[config.mk]
export PLATFORM = sky130hd
export DESIGN_NAME = vga_timing_gen
export DESIGN_NICKNAME = d
export VERILOG_FILES = /design/src/rtl/vga_timing_gen.sv
export SDC_FILE = /design/constraint.sdc
export NUM_CORES = 1
export LEC_CHECK = 0
export ABC_AREA = 1
export CORE_ASPECT_RATIO = 0.7
export CORE_MARGIN = 1.5
export CORE_UTILIZATION = 49
export DETAILED_ROUTE_END_ITERATION = 10
export GPL_ROUTABILITY_DRIVEN = 0
export PLACE_DENSITY = 0.79
export SYNTH_ARGS = -nofsm -noshare
export SYNTH_HDL_FRONTEND = slang
export SYNTH_SLANG_ARGS = --single-unit
[constraint.sdc]
create_clock -name clk -period 1.2 [get_ports clk]
set_input_delay 0.18 -clock clk [delete_from_list [all_inputs] [get_ports clk]]
set_output_delay 0.18 -clock clk [all_outputs]
set_load 0.01 [all_outputs]
[src/rtl/vga_timing_gen.sv]
// Raster timing generator: divides clk into pixel ticks and walks x/y over the frame, emitting registered
// coordinates, pixel_on, syncs and strobes one tick behind the counters. Free-running; no backpressure.
module vga_timing_gen #(
   parameter int   H_ACTIVE = 640,
   parameter int   H_FP     = 16,
   parameter int   H_SYNC   = 96,
   parameter int   H_BP     = 48,
   parameter int   V_ACTIVE = 480,
   parameter int   V_FP     = 10,
   parameter int   V_SYNC   = 2,
   parameter int   V_BP     = 33,
   parameter logic SYNC_POL = 1'b0,
   parameter int   CLK_DIV  = 2
) (
   input  logic       clk,
   input  logic       reset,
   output logic [9:0] x,
   output logic [9:0] y,
   output logic       pixel_on,
   output logic       hsync,
   output logic       vsync,
   output logic       pix_tick,
   output logic       frame_start
);

   localparam int H_TOTAL = H_ACTIVE + H_FP + H_SYNC + H_BP;
   localparam int V_TOTAL = V_ACTIVE + V_FP + V_SYNC + V_BP;
   localparam int DW      = (CLK_DIV > 1) ? $clog2(CLK_DIV) : 1;

   generate
      if (H_TOTAL > 1024 || V_TOTAL > 1024 || CLK_DIV < 1) begin : g_bad_params
         $error("vga_timing_gen: totals must be <= 1024 and CLK_DIV >= 1");
      end
   endgenerate

   localparam logic [DW-1:0] DIV_LAST = DW'(CLK_DIV - 1);
   localparam logic [9:0]    H_LAST   = 10'(H_TOTAL - 1);
   localparam logic [9:0]    V_LAST   = 10'(V_TOTAL - 1);
   localparam logic [9:0]    H_ACT    = 10'(H_ACTIVE);
   localparam logic [9:0]    V_ACT    = 10'(V_ACTIVE);
   localparam logic [9:0]    HS_START = 10'(H_ACTIVE + H_FP);
   localparam logic [9:0]    HS_END   = 10'(H_ACTIVE + H_FP + H_SYNC);
   localparam logic [9:0]    VS_START = 10'(V_ACTIVE + V_FP);
   localparam logic [9:0]    VS_END   = 10'(V_ACTIVE + V_FP + V_SYNC);

   logic [DW-1:0] div_cnt;
   logic [9:0]    h_cnt;
   logic [9:0]    v_cnt;
   logic          tick;

   assign tick = (div_cnt == DIV_LAST);

   always_ff @(posedge clk or posedge reset) begin
      if (reset) begin
         div_cnt <= '0;
      end else if (tick) begin
         div_cnt <= '0;
      end else begin
         div_cnt <= div_cnt + 1'b1;
      end
   end

   always_ff @(posedge clk or posedge reset) begin
      if (reset) begin
         h_cnt <= '0;
         v_cnt <= '0;
      end else if (tick) begin
         if (h_cnt == H_LAST) begin
            h_cnt <= '0;
            v_cnt <= (v_cnt == V_LAST) ? 10'd0 : v_cnt + 10'd1;
         end else begin
            h_cnt <= h_cnt + 10'd1;
         end
      end
   end

   // Output stage samples the pre-increment counters, so everything lands one tick behind them.
   always_ff @(posedge clk or posedge reset) begin
      if (reset) begin
         x           <= '0;
         y           <= '0;
         pixel_on    <= 1'b0;
         hsync       <= ~SYNC_POL;
         vsync       <= ~SYNC_POL;
         pix_tick    <= 1'b0;
         frame_start <= 1'b0;
      end else begin
         pix_tick    <= tick;
         frame_start <= tick && (h_cnt == 10'd0) && (v_cnt == 10'd0);
         if (tick) begin
            x        <= h_cnt;
            y        <= v_cnt;
            pixel_on <= (h_cnt < H_ACT) && (v_cnt < V_ACT);
            hsync    <= (h_cnt >= HS_START && h_cnt < HS_END) ? SYNC_POL : ~SYNC_POL;
            vsync    <= (v_cnt >= VS_START && v_cnt < VS_END) ? SYNC_POL : ~SYNC_POL;
         end
      end
   end

endmodule
==> results of run 1 <==
[synthesized netlist by cell type, types with 2 or more instances]
cell type / instances
a21oi_1: 2
buf_2: 5
dfrtp_1: 44
dfstp_2: 2
ha_1: 4
inv_1: 30
inv_2: 2
nand2_1: 54
nand2_2: 2
nand3_1: 15
nand4_1: 8
nor2_1: 30
nor2_2: 2
nor2_4: 4
nor3_1: 6
o21ai_0: 26
o21ai_1: 2
o21ai_2: 3
xor2_1: 4
[kinds of logic (layout without fill, tap and decap cells)]
logic type	after synthesis	count (layout)	share of synthesized area, %
simple gates	126	127	26.9
xor+xnor	4	4	1.61
fa+ha+maj	4	4	2.30
compound gates	35	35	8.90
buf+inv	39	126	7.35
flops	46	46	53.0
[power by group through the flow]
stage | Combinational (W) | Clock (W) | Sequential (W)
floorplan | 0.0000233 | 0 | 0.00158
global placement | 0.0000440 | 0 | 0.00158
detailed placement | 0.0000443 | 0 | 0.00158
CTS | 0.0000442 | 0.000998 | 0.00155
global route | 0.0000490 | 0.00108 | 0.00155
finish | 0.0000417 | 0.000992 | 0.00155
[layer usage]
metal | global-route usage, % | routed length, um
met1 | 36.5 | 2570
met2 | 41.1 | 2710
met3 | 5.12 | 353
met4 | 8.10 | 86
met5 | 0 | 0
[worst reg2reg max path: stages (launching register included)]
cell and delay (ns):
dfrtp_1 0.37, ha_2 0.20, nand2_2 0.08, nor2_4 0.18, nand3_4 0.14, nor2_4 0.25
nand3_1 0.13, o21ai_1 0.09
[timing repair]
item                       4_1_cts  5_1_grt
cloned                           1        0
pin swaps                        8        9
gates resized for setup         64       33
setup buffers                    6        7
hold buffers                     0        0
setup endpoints to repair       46       39
[cell type report]
cell class / instances / area share (%)
clock inverters: 1 / 0.156
well taps: 55 / 2.15
flip-flops and latches: 46 / 36.2
inverters: 32 / 3.95
clock buffers: 7 / 2.70
multi-input cells: 170 / 32.4
repair buffers: 86 / 22.4
[state kept, by name (all words and copies together) (netlist names)]
register and count:
h_cnt 10, v_cnt 10, x 10, y 10, div_cnt 1, frame_start 1, hsync 1, pix_tick 1
pixel_on 1, vsync 1
[stage by stage]
stage / TNS, ns / hold slack [ns] / power [W] / cells / setup slack (ns)
2_1_floorplan: -0.588 / 0.196 / 0.00160 / 254 / -0.0628
3_3_place_gp: -2.34 / 0.461 / 0.00162 / 377 / -0.190
3_5_place_dp: -3.65 / 0.472 / 0.00162 / 377 / -0.274
4_1_cts: -3.38 / 0.281 / 0.00259 / 391 / -0.255
5_1_grt: -5.25 / 0.299 / 0.00268 / 397 / -0.362
6_report: -3.91 / 0.259 / 0.00258 / 397 / -0.311
[worst max-delay path by stage]
stage	from	to	slack, ns
floorplan	h_cnt[0]$_DFFE_PP0P_	v_cnt[7]$_DFFE_PP0P_	-0.06
global placement	h_cnt[1]$_DFFE_PP0P_	v_cnt[5]$_DFFE_PP0P_	-0.19
detailed placement	h_cnt[1]$_DFFE_PP0P_	v_cnt[7]$_DFFE_PP0P_	-0.27
CTS	h_cnt[1]$_DFFE_PP0P_	h_cnt[8]$_DFFE_PP0P_	-0.26
global route	h_cnt[1]$_DFFE_PP0P_	v_cnt[1]$_DFFE_PP0P_	-0.36
finish	h_cnt[1]$_DFFE_PP0P_	v_cnt[1]$_DFFE_PP0P_	-0.31
==> metrics, run 1 <==
Ant. Diodes=0; Power Dens Cells=807 nW/um^2; I/O pin total=27; flop-to-flop setup slack=-0.31 ns; # nets final=347; Final Skew=0.00522 ns; initial core utilization=50.6%; commonest non-fill, non-tap cell in the layout=buf_4; clk_lat worst skew=0.30 ns; Flop pwr share=60.0%; die height=58.8 um; slowest CP cell=dfrtp_1; drt via density=5.14; Inserted Clock Buffers=5; status=complete, but fails checks; CP Depth=7; # rows=20; EDFF count, synth=0; clock power share=38.4%; Pre-Repair DR Iteration Count=4; Comb pwr share=1.6%; die area=4860 sq um; TritonCTS clock tree=built; library cells used by synthesis=28; CP Capture Type=flip-flop; DRT Wirelength=5720 um; wire per inst=14.4 um; Post-Route Utilization=74.4%; chip width=82.7 um; first-pass GRT wire length=9220 um; # DRC=0; fillers=297; async set-reset flop share out of synthesis=100%; share of the synthesized area in the top cell type=50.5%; vias=2041; synthesized instance count=254; DRT antenna net count=0; Post-Syn Area per Cell=8.58 sq um; Peak VDD IR=0.603 mV; RSZ-0062 raised after global routing=yes; crit start category=flip-flop; vias in the first global route=1953; Seq/Total Area, Yosys=53.0%; Worst-path clk slew=0.09 ns; internal power=0.00202 W; Crit path largest cell delay=0.37 ns; delay-heaviest family, CP=simple AND/OR/NAND/NOR gates; worst-margin pin slew=0.328 ns; fin. max-slew vios=0; Placed Area=2860 sq um; failing checks=negative setup slack; Max-slew headroom=78.1%; P_leak=1.51 nW; Psw=0.000557 W; Crit path top cell by count=nor2_4; Critical Path AT=1.74 ns; worst endpoint required time=1.43 ns; clk sinks=46; clk root buf=clkbuf_8; critical path class=reg -> reg; top cells by area, synth=dfrtp_1 51%, nand2_1 9.3%, o21ai_0 6.0%; smallest setup slack after layout=-0.311 ns; max_cap viols=0; worst reg-to-reg path cell count=7; CP bufs+invs=0; ordered cell list for the critical path=ha_2 -> nand2_2 -> nor2_4 -> nand3_4 -> nor2_4 -> nand3_1 -> o21ai_1; Area Growth Syn to Fin=46.9%; Worst Hold Class=in -> async; core area=4300 sq um; dominant cell type by area after synthesis=dfrtp_1; crit path time final=1.51 ns; share of cells above drive strength 1=38.0%; initial DRC count=145; R2R Path End=v_cnt[1]$_DFFE_PP0P_; # port buffers=26; synthesized area=2180 sq um; max frequency=662 MHz; Hold Violations, Final=0; sw frac=21.6%; Crit Path Max Fanout=5; flops & latches, synth=46; CTS Buffer Depth=2; H-tree levels=2; FF+latch area=1160 sq um; Syn Nets=260; initial antenna violation count=0; most frequent cells in the layout=53 x buf_4, 45 x nand2_1, 40 x dfrtp_1; Detail Placement HPWL=3750 um; Reg2Reg Launch Point=h_cnt[1]$_DFFE_PP0P_; Main synth FF type=dfrtp_1; overall routing resource usage=26.1%; multi-input logic area=1040 sq um; grt total ovfl=0; final setup vio count=19; fin area=3200 sq um; fin crit share=126%; Synthesis Warnings=0; largest net degree at the start of global routing=47
No activity file was read; power rests on OpenSTA's default activity.
==> run 2: changes to the inputs <==
Settings changed: PLACE_DENSITY 0.79 to 0.75, SLEW_MARGIN set to 20.
==> run 2 against run 1 <==
The flow still finishes with violations (negative setup slack). Count of clock-buffer cells in the layout unchanged. Cell count down 1.0%. Global-route usage decreased by 2.3 points. Clock skew is 0.0050 ns higher. Worst setup slack better by 0.073 ns. Register-to-register slack improved by 0.07 ns. Power rose by 8.2%. Via count shrank 0.49%. Sequential share of layout area fell by 0.39 points. Combinational power rose by 20%. Clock power up 21%. Core utilization grew 0.90 points. Largest power group unchanged.
==> metrics, run 2 (same netlist as run 1, synthesis figures left out) <==
DRT antenna net count=0; H-tree levels=2; commonest non-fill, non-tap cell in the layout=buf_4; clk sinks=46; clk_lat worst skew=0.30 ns; crit path time final=1.44 ns; internal power=0.00224 W; smallest setup slack after layout=-0.238 ns; initial core utilization=50.6%; ordered cell list for the critical path=inv_2 -> ha_4 -> inv_2 -> nor2_2 -> nand4_1 -> nand3_1 -> o21ai_1; status=complete, but fails checks; P_leak=1.54 nW; slowest CP cell=dfrtp_1; met1 Resource Use GR=34.9%; Crit path top cell by count=inv_2; TritonCTS clock tree=built; Pre-Repair DR Iteration Count=4; worst-margin pin slew=0.298 ns; vias=2031; Crit path largest cell delay=0.44 ns; Area Growth Syn to Fin=48.7%; max frequency=695 MHz; core area=4300 sq um; Detail Placement HPWL=3620 um; routing usage on met2=36.5%; critical path class=reg -> reg; placed cell count=375; # rows=20; die area=4860 sq um; Final Skew=0.0103 ns; CTS Buffer Depth=2; fin. max-slew vios=0; wire per inst=14.1 um; DRT Wirelength=5540 um; Comb pwr share=1.8%; clk root buf=clkbuf_8; initial DRC count=118; busiest grt layer=met2; chip width=82.7 um; Flop pwr share=55.4%; Peak VDD IR=0.721 mV; first-pass GRT wire length=8580 um; Final Power=0.00279 W; # DRC=0; met3 usage=4.81%; final setup vio count=18; clock power share=42.8%; # port buffers=26; grt total ovfl=0; Crit Path Max Fanout=6; Psw=0.000550 W; share of cells above drive strength 1=36.1%; CP bufs+invs=2; Power Dens Cells=863 nW/um^2; fin crit share=120%; max_cap viols=0; die height=58.8 um; delay-heaviest family, CP=simple AND/OR/NAND/NOR gates; Finished Layout Cells=393; # nets final=343; CP Capture Type=flip-flop; worst endpoint required time=1.39 ns; sw frac=19.7%; Worst-path clk slew=0.09 ns; Worst Hold Class=in -> async; overall routing resource usage=23.8%; largest net degree at the start of global routing=30; Inserted Clock Buffers=5; crit start category=flip-flop; failing checks=negative setup slack; setup_tns=-2.69 ns; Max-slew headroom=80.1%; initial antenna violation count=0; vias in the first global route=1855; drt via density=5.17; I/O pin total=27; Critical Path AT=1.63 ns; Ant. Diodes=0; RSZ-0062 raised after global routing=yes; most frequent cells in the layout=50 x buf_4, 46 x nand2_1, 39 x dfrtp_1; Hold Violations, Final=0
## run 2: cell types whose count changed in the layout (fill, tap and decap cells not counted), sizes merged
cell           before  now
clkinv              1    0
dlygate4sd2        17   23
bufinv              0    1
buf                62   58
clkdlybuf4s15       6    0
## run 2: through the flow
stage | setup slack [ns] | utilization [%] | hold slack (ns) | area, sq um
2_1_floorplan | -0.0628 | - | 0.196 | 2190
3_3_place_gp | -0.168 | 66.5 | 0.455 | 2860
3_5_place_dp | -0.234 | 66.5 | 0.459 | 2860
4_1_cts | -0.185 | 72.5 | 0.275 | 3120
5_1_grt | -0.304 | 75.3 | 0.286 | 3240
6_report | -0.238 | 75.3 | 0.262 | 3240
## run 2: worst register-to-register path, stage by stage (launching register included)
cell and delay [ns]:
dfrtp_1 0.44, inv_2 0.11, ha_4 0.13, inv_2 0.04, nor2_2 0.09, nand4_1 0.25, nand3_1 0.19, o21ai_1 0.08
## run 2: power by group through the flow
stage / Clock, W / Sequential [W] / Combinational [W]
2_1_floorplan: 0 / 0.00158 / 0.0000233
3_3_place_gp: 0 / 0.00158 / 0.0000523
3_5_place_dp: 0 / 0.00158 / 0.0000522
4_1_cts: 0.00121 / 0.00155 / 0.0000524
5_1_grt: 0.00126 / 0.00155 / 0.0000572
6_report: 0.00120 / 0.00155 / 0.0000500
## run 2: layer usage
metal | vias to the layer above | wire [um]
met5 | - | 0
met4 | 0 | 59
met3 | 6 | 199
met2 | 41 | 2590
met1 | 1000 | 2700
li1 | 984 | -
## run 2: cell type report
class / instances / area, sq um
flip-flops and latches: 46 / 1160
fillers: 303 / 1060
multi-input cells: 170 / 1060
repair buffers: 82 / 703
inverters: 32 / 129
clock buffers: 7 / 86.3
well taps: 55 / 68.8
clock inverters: 1 / 30.0
## run 2: worst paths after layout
kind / startpoint / to / slack, ns / cells after the start
max in group asynchronous: reset / hsync$_DFFE_PP1P_ / 0.72 / 3
hold / removal: reset / v_cnt[5]$_DFFE_PP0P_ / 0.26 / 3
setup / recovery: v_cnt[0]$_DFFE_PP0P_ / v_cnt[1]$_DFFE_PP0P_ / -0.24 / 7
min in group clk: x[0]$_DFFE_PP0P_ / x[0]$_DFFE_PP0P_ / 0.47 / 2
setup reg to reg: v_cnt[0]$_DFFE_PP0P_ / v_cnt[1]$_DFFE_PP0P_ / -0.24 / 7
hold reg to reg: x[0]$_DFFE_PP0P_ / x[0]$_DFFE_PP0P_ / 0.47 / 2
## run 2: timing repair
item	4_1_cts	5_1_grt
hold endpoints to repair	0	0
buffers inserted	6	4
cloned	1	0
pin swaps	11	12
hold buffers	0	0
setup endpoints to repair	44	37
resized for setup	67	24
